--- config.mk ---
export PLATFORM = sky130hd
export DESIGN_NAME = stall_scoreboard
export DESIGN_NICKNAME = d
export VERILOG_FILES = /design/src/rtl/stall_scoreboard_pkg.sv /design/src/rtl/sat_counter32.sv /design/src/rtl/stall_scoreboard.sv
export SDC_FILE = /design/constraint.sdc
export NUM_CORES = 1
export LEC_CHECK = 0
export CAP_MARGIN = 10
export CORE_MARGIN = 2
export CORE_UTILIZATION = 49
export CTS_CLUSTER_DIAMETER = 200
export DETAILED_ROUTE_END_ITERATION = 10
export PLACE_DENSITY = 0.81
export SETUP_SLACK_MARGIN = 0.2
export SLEW_MARGIN = 20
export SYNTH_ARGS = -nofsm -noshare
export SYNTH_HDL_FRONTEND = slang
export SYNTH_SLANG_ARGS = --single-unit
--- constraint.sdc ---
create_clock -name clk -period 3.9 [get_ports clk]
set_input_delay 0.975 -clock clk [delete_from_list [all_inputs] [get_ports clk]]
set_output_delay 0.975 -clock clk [all_outputs]
set_load 0.02 [all_outputs]
--- src/rtl/stall_scoreboard_pkg.sv ---
// Shared pipeline definitions for the hazard/stall controller: the shadow
// scoreboard entry layout, the stage indices into the scoreboard and the
// destination-match helper.
package pcpu;

   typedef struct packed {
      logic       valid;
      logic [4:0] rd;
   } sb_entry_t;

   localparam int SB_EX    = 0;
   localparam int SB_MEM   = 1;
   localparam int SB_WB    = 2;
   localparam int SB_DEPTH = 3;

   localparam sb_entry_t SB_EMPTY = '{valid: 1'b0, rd: 5'd0};

   // x0 is never a real dependency, so it never matches.
   function automatic logic sb_match(input sb_entry_t e, input logic [4:0] a);
      return e.valid && (e.rd == a) && (a != 5'd0);
   endfunction

endpackage

--- src/rtl/sat_counter32.sv ---
// 32-bit event counter that sticks at all-ones instead of wrapping, so the
// debug display never shows a misleadingly small count after overflow.
module sat_counter32 (
   input  logic        clk,
   input  logic        rst,
   input  logic        inc,
   output logic [31:0] cnt
);

   logic [31:0] cnt_q;

   // Count up on inc; no assignment at all once saturated.
   always_ff @(posedge clk) begin
      if (rst) begin
         cnt_q <= 32'd0;
      end else if (inc && (cnt_q != 32'hFFFF_FFFF)) begin
         cnt_q <= cnt_q + 32'd1;
      end
   end

   assign cnt = cnt_q;

endmodule

--- src/rtl/stall_scoreboard.sv ---
// Hazard and stall controller for the five-stage stalling pipeline.
// A shadow scoreboard tracks the destinations in flight in EX/MEM/WB; the
// ID-stage sources are matched against it to decide stalls, and a branch or
// jump resolved in MEM squashes the younger stages. There is no valid/ready
// handshake here: every control output is a pure per-cycle level, valid in
// the same cycle as the ID inputs, and the pipeline registers obey it
// unconditionally. sb_dbg exposes the scoreboard contents for observation.
module stall_scoreboard
   import pcpu::*;
#(
   parameter bit WB_BYPASS = 1'b1
) (
   input  logic                       clk,
   input  logic                       rst,
   input  logic [4:0]                 Rs1_addr_ID,
   input  logic [4:0]                 Rs2_addr_ID,
   input  logic                       Rs1_used,
   input  logic                       Rs2_used,
   input  logic [4:0]                 Rd_addr_ID,
   input  logic                       RegWrite_ID,
   input  logic                       valid_ID,
   input  logic                       redirect_MEM,
   output logic                       stall_PC,
   output logic                       stall_IFID,
   output logic                       bubble_IDEX,
   output logic                       flush_IFID,
   output logic                       flush_IDEX,
   output logic                       flush_EXMEM,
   output logic [31:0]                stall_cnt,
   output logic [31:0]                flush_cnt,
   output sb_entry_t [SB_DEPTH-1:0]   sb_dbg
);

   sb_entry_t [SB_DEPTH-1:0] sb;
   logic                     rs1_hit;
   logic                     rs2_hit;
   logic                     hazard;

   // RAW detection: a source is blocked while its producer sits in EX or MEM,
   // and also in WB when the register file cannot write-before-read.
   always_comb begin
      rs1_hit = sb_match(sb[SB_EX], Rs1_addr_ID) || sb_match(sb[SB_MEM], Rs1_addr_ID)
                || (!WB_BYPASS && sb_match(sb[SB_WB], Rs1_addr_ID));
      rs2_hit = sb_match(sb[SB_EX], Rs2_addr_ID) || sb_match(sb[SB_MEM], Rs2_addr_ID)
                || (!WB_BYPASS && sb_match(sb[SB_WB], Rs2_addr_ID));
      hazard  = valid_ID && ((Rs1_used && rs1_hit) || (Rs2_used && rs2_hit));
   end

   // Control decode: a redirect squashes everything younger and overrides any stall.
   always_comb begin
      stall_PC    = 1'b0;
      stall_IFID  = 1'b0;
      bubble_IDEX = 1'b0;
      flush_IFID  = 1'b0;
      flush_IDEX  = 1'b0;
      flush_EXMEM = 1'b0;
      if (redirect_MEM) begin
         flush_IFID  = 1'b1;
         flush_IDEX  = 1'b1;
         flush_EXMEM = 1'b1;
      end else if (hazard) begin
         stall_PC    = 1'b1;
         stall_IFID  = 1'b1;
         bubble_IDEX = 1'b1;
      end
   end

   // Scoreboard shift. The redirecting instruction (in MEM) keeps its entry so
   // a JAL/JALR link register stays tracked; only the squashed EX slot and a
   // stalled or non-writing ID instruction enter as empty.
   always_ff @(posedge clk) begin
      if (rst) begin
         sb[SB_EX]  <= SB_EMPTY;
         sb[SB_MEM] <= SB_EMPTY;
         sb[SB_WB]  <= SB_EMPTY;
      end else begin
         sb[SB_WB]  <= sb[SB_MEM];
         sb[SB_MEM] <= redirect_MEM ? SB_EMPTY : sb[SB_EX];
         if (redirect_MEM || hazard || !valid_ID || !RegWrite_ID || (Rd_addr_ID == 5'd0)) begin
            sb[SB_EX] <= SB_EMPTY;
         end else begin
            sb[SB_EX] <= '{valid: 1'b1, rd: Rd_addr_ID};
         end
      end
   end

   assign sb_dbg = sb;

   sat_counter32 u_stall_cnt (
      .clk (clk),
      .rst (rst),
      .inc (stall_PC),
      .cnt (stall_cnt)
   );

   sat_counter32 u_flush_cnt (
      .clk (clk),
      .rst (rst),
      .inc (redirect_MEM),
      .cnt (flush_cnt)
   );

endmodule

==> summary.md <==
| Metric | Value |
|---|---|
| Status | `complete, no violations` |
| Clock transition at path regs | `0.08 ns` |
| Final std cells w/o fill | `695` |
| Via count of the first global-routing pass | `3700` |
| Final Hold Vio Count | `0` |
| Initial antenna violation count | `0` |
| Synth top area share | `40.0%` |
| Post-Synthesis Cell Area | `4110 µm²` |
| Via density | `5.73` |
| Pins Over Slew Limit | `0` |
| Average wire per standard cell | `15.3 µm` |
| ANT nets after route | `0` |
| Max Cap Violations | `0` |
| Worst Tran Pin Value | `0.982 ns` |
| Worst path slowest cell | `or4_4` |
| Layout cells sized above 1 | `9.17%` |
| Final RePlAce weighted congestion | `0.837` |
| Port buffer count | `109` |
| Synth Area per Inst | `8.63 µm²` |
| CTS buffer count | `9` |
| Fin Clk Skew | `0.00856 ns` |
| R2r setup slk | `1.08 ns` |
| Multi-input gate area | `2300 µm²` |
| Initial DRT Pass Iterations | `4` |
| WP data required | `2.92 ns` |
| Power per cell area | `314 nW/µm²` |
| Post-synth top area cell | `dfxtp_1` |
| Top-count cell post-synth | `dfxtp_1` |
| Remaining Overflow, GRT | `0` |
| Critical-path cell list | `clkdlybuf4s50_1 > or4_4 > o21a_1 > a32oi_4 > inv_2 > buf_6` |
| Placed insts | `678` |
| DRT iter0 DRCs | `227` |
| Clock tree sinks | `82` |
| Seq. cell area | `1640 µm²` |
| Vias | `3979` |
| Slew headroom | `34.3%` |
| Commonest cells post-synth | `dfxtp_1 (82), nor2_1 (57), xnor2_1 (34)` |
| CP max stage delay | `0.52 ns` |
| Post-CTS Setup Inserts | `0` |
| Worst hold-check path type | `reg -> reg` |
| Post-Synthesis Cells | `476` |
| Worst Setup Start Kind | `input port` |
| Top Ports | `110` |
| Ys async rst share | `0%` |
| Sequential share of the synthesized area | `40.0%` |
| Wire length of the first global-routing pass | `17.0 mm` |
| # fillers | `670` |
| Fin crit period | `3.64 ns` |
| CP Capture Type | `primary output` |
| Worst hold path cell count | `2` |
| TritonCTS clock tree | `done` |
| P_leak | `1.87 nW` |
| Syn nets | `500` |
| Pin count of the biggest net entering global routing | `53` |
| Fin Setup TNS | `0 ns` |
| Clock tree buffer depth | `2` |
| Worst reg-to-reg path cell count | `6` |
| RSZ-0062 raised after global routing | `false` |
| Die ar. | `9130 µm²` |
| Layout area overhead | `35.4%` |
| Worst Path Arrival | `2.67 ns` |
| Worst skew pair latency | `0.34 ns` |
| Endpoints failing setup | `0` |
| YS warnings | `0` |
| Die H | `95.6 µm` |
| Die extent in x | `95.6 µm` |
| FF+latch count, synth | `82` |
| Num rows | `33` |
| Core area | `8180 µm²` |
| Final net count | `608` |
| Fin crit share | `93.4%` |
| Routed wire length | `10.6 mm` |
| Htree depth | `3` |
| Clk root buf | `clkbuf_8` |
| Dpl hpwl | `7.59 mm` |
| Starting Density | `50.3%` |
| GRT Total Usage | `23.2%` |
| Critical path type | `in -> out` |
| F_max | `0.274 GHz` |
| Worst VDD drop | `200 µV` |
| Count of cell types in the netlist | `49` |
| EDFF count, synth | `0` |
| CP max FO | `3` |
| Top FF cell, synth | `dfxtp_1` |
| DRC errors left | `0` |
| Top post-synthesis cells by area | `dfxtp_1 (40%), xnor2_1 (7.2%), nor2_1 (5.2%), nand4_1 (4.4%), mux2_2 (3.3%)` |
through the flow:
step	area [µm²]	util (%)	hold slack (ns)	worst slack (ns)	power [mW]
finish	5560	68.0	0.507	0.256	1.75
global route	5560	68.0	0.534	0.211	1.80
CTS	5530	67.6	0.509	0.200	1.76
detailed placement	5280	64.5	0.492	-0.179	0.962
global placement	5280	64.5	0.482	-0.183	0.959
floorplan	4110	-	0.563	0.341	0.910
area by class of cell:
class                   count  share of cell area (%)
clock buffers              11                    2.54
multi-input cells         362                    41.4
diodes                      1                  0.0450
well taps                 105                    2.36
clock inverters             5                    2.25
repair buffers            121                    21.4
inverters                   8                   0.540
flip-flops and latches     82                    29.5
sequential cells by signal, summed over array words and instances (netlist names):
signal / flops
u_stall_cnt.cnt: 32
u_flush_cnt.cnt: 32
sb_dbg: 18
metal layers:
metal | GRT usage, % | vias to the layer above | share of wire, %
li1 | - | 1917 | -
met4 | 9.17 | 0 | 1.7
met5 | 0 | - | 0
met3 | 3.87 | 19 | 6.1
met2 | 39.5 | 128 | 49
met1 | 29.2 | 1915 | 43
report_power, final:
part / internal (mW) / switching (mW)
Sequential: 0.840 / 0.00509
Combinational: 0.0495 / 0.0476
Clock: 0.507 / 0.297
critical path, delay by kind of cell:
family	cells	cell delay (ns)
AND/OR/NAND/NOR	1	0.52
AO/OA/AOI/OAI	2	0.51
buffers and inverters	3	0.66
path summary, 6_finish.rpt:
path,end,from
max,stall_IFID,Rs1_addr_ID[2]
min,u_stall_cnt.cnt[23],u_stall_cnt.cnt[23]
max reg2reg,u_stall_cnt.cnt[12],u_stall_cnt.cnt[3]
min reg2reg,u_stall_cnt.cnt[23],u_stall_cnt.cnt[23]
timing repair:
item | CTS | global route
pin swaps | 0 | 4
hold buffers | 0 | 0
setup endpoints to repair | 3 | 3
resized for setup | 12 | 12
kinds of logic after synthesis:
logic type / after synthesis / synth area share, %
and+or+nand+nor: 245 / 33.5
DFF: 82 / 40.0
AOI/OAI and AO/OA: 55 / 8.28
xor gates and xnor gates: 47 / 10.0
buffers and inverters: 32 / 4.14
muxes: 13 / 3.53
adders and majority gates: 2 / 0.609
placed cells by master (no fill, tap or decap), types with 3 or more instances in the layout:
| cell type | synthesis | routed |
|---|---|---|
| bufinv_16 | 0 | 4 |
| xor2_1 | 13 | 13 |
| clkbuf_8 | 0 | 10 |
| clkdlybuf4s50_1 | 0 | 101 |
| nor2b_1 | 16 | 16 |
| nand2_1 | 23 | 23 |
| and4_1 | 4 | 4 |
| nor2_1 | 57 | 57 |
| nor4b_1 | 3 | 3 |
| buf_6 | 3 | 3 |
| dfxtp_1 | 82 | 82 |
| buf_4 | 6 | 12 |
| a21oi_1 | 21 | 21 |
| inv_1 | 8 | 7 |
| dlymetal6s2s_1 | 0 | 4 |
| nand4_1 | 29 | 29 |
| nor4_1 | 11 | 11 |
| and3_1 | 10 | 10 |
| nor3_1 | 12 | 12 |
| or3_1 | 15 | 15 |
| and2_1 | 16 | 16 |
| xnor2_1 | 34 | 34 |
| or4_1 | 10 | 9 |
| nand3_1 | 24 | 24 |
| mux2_2 | 12 | 12 |
| o21ai_0 | 18 | 18 |
| o31ai_1 | 5 | 5 |
Note: power is estimated with default switching activity, not from simulation.
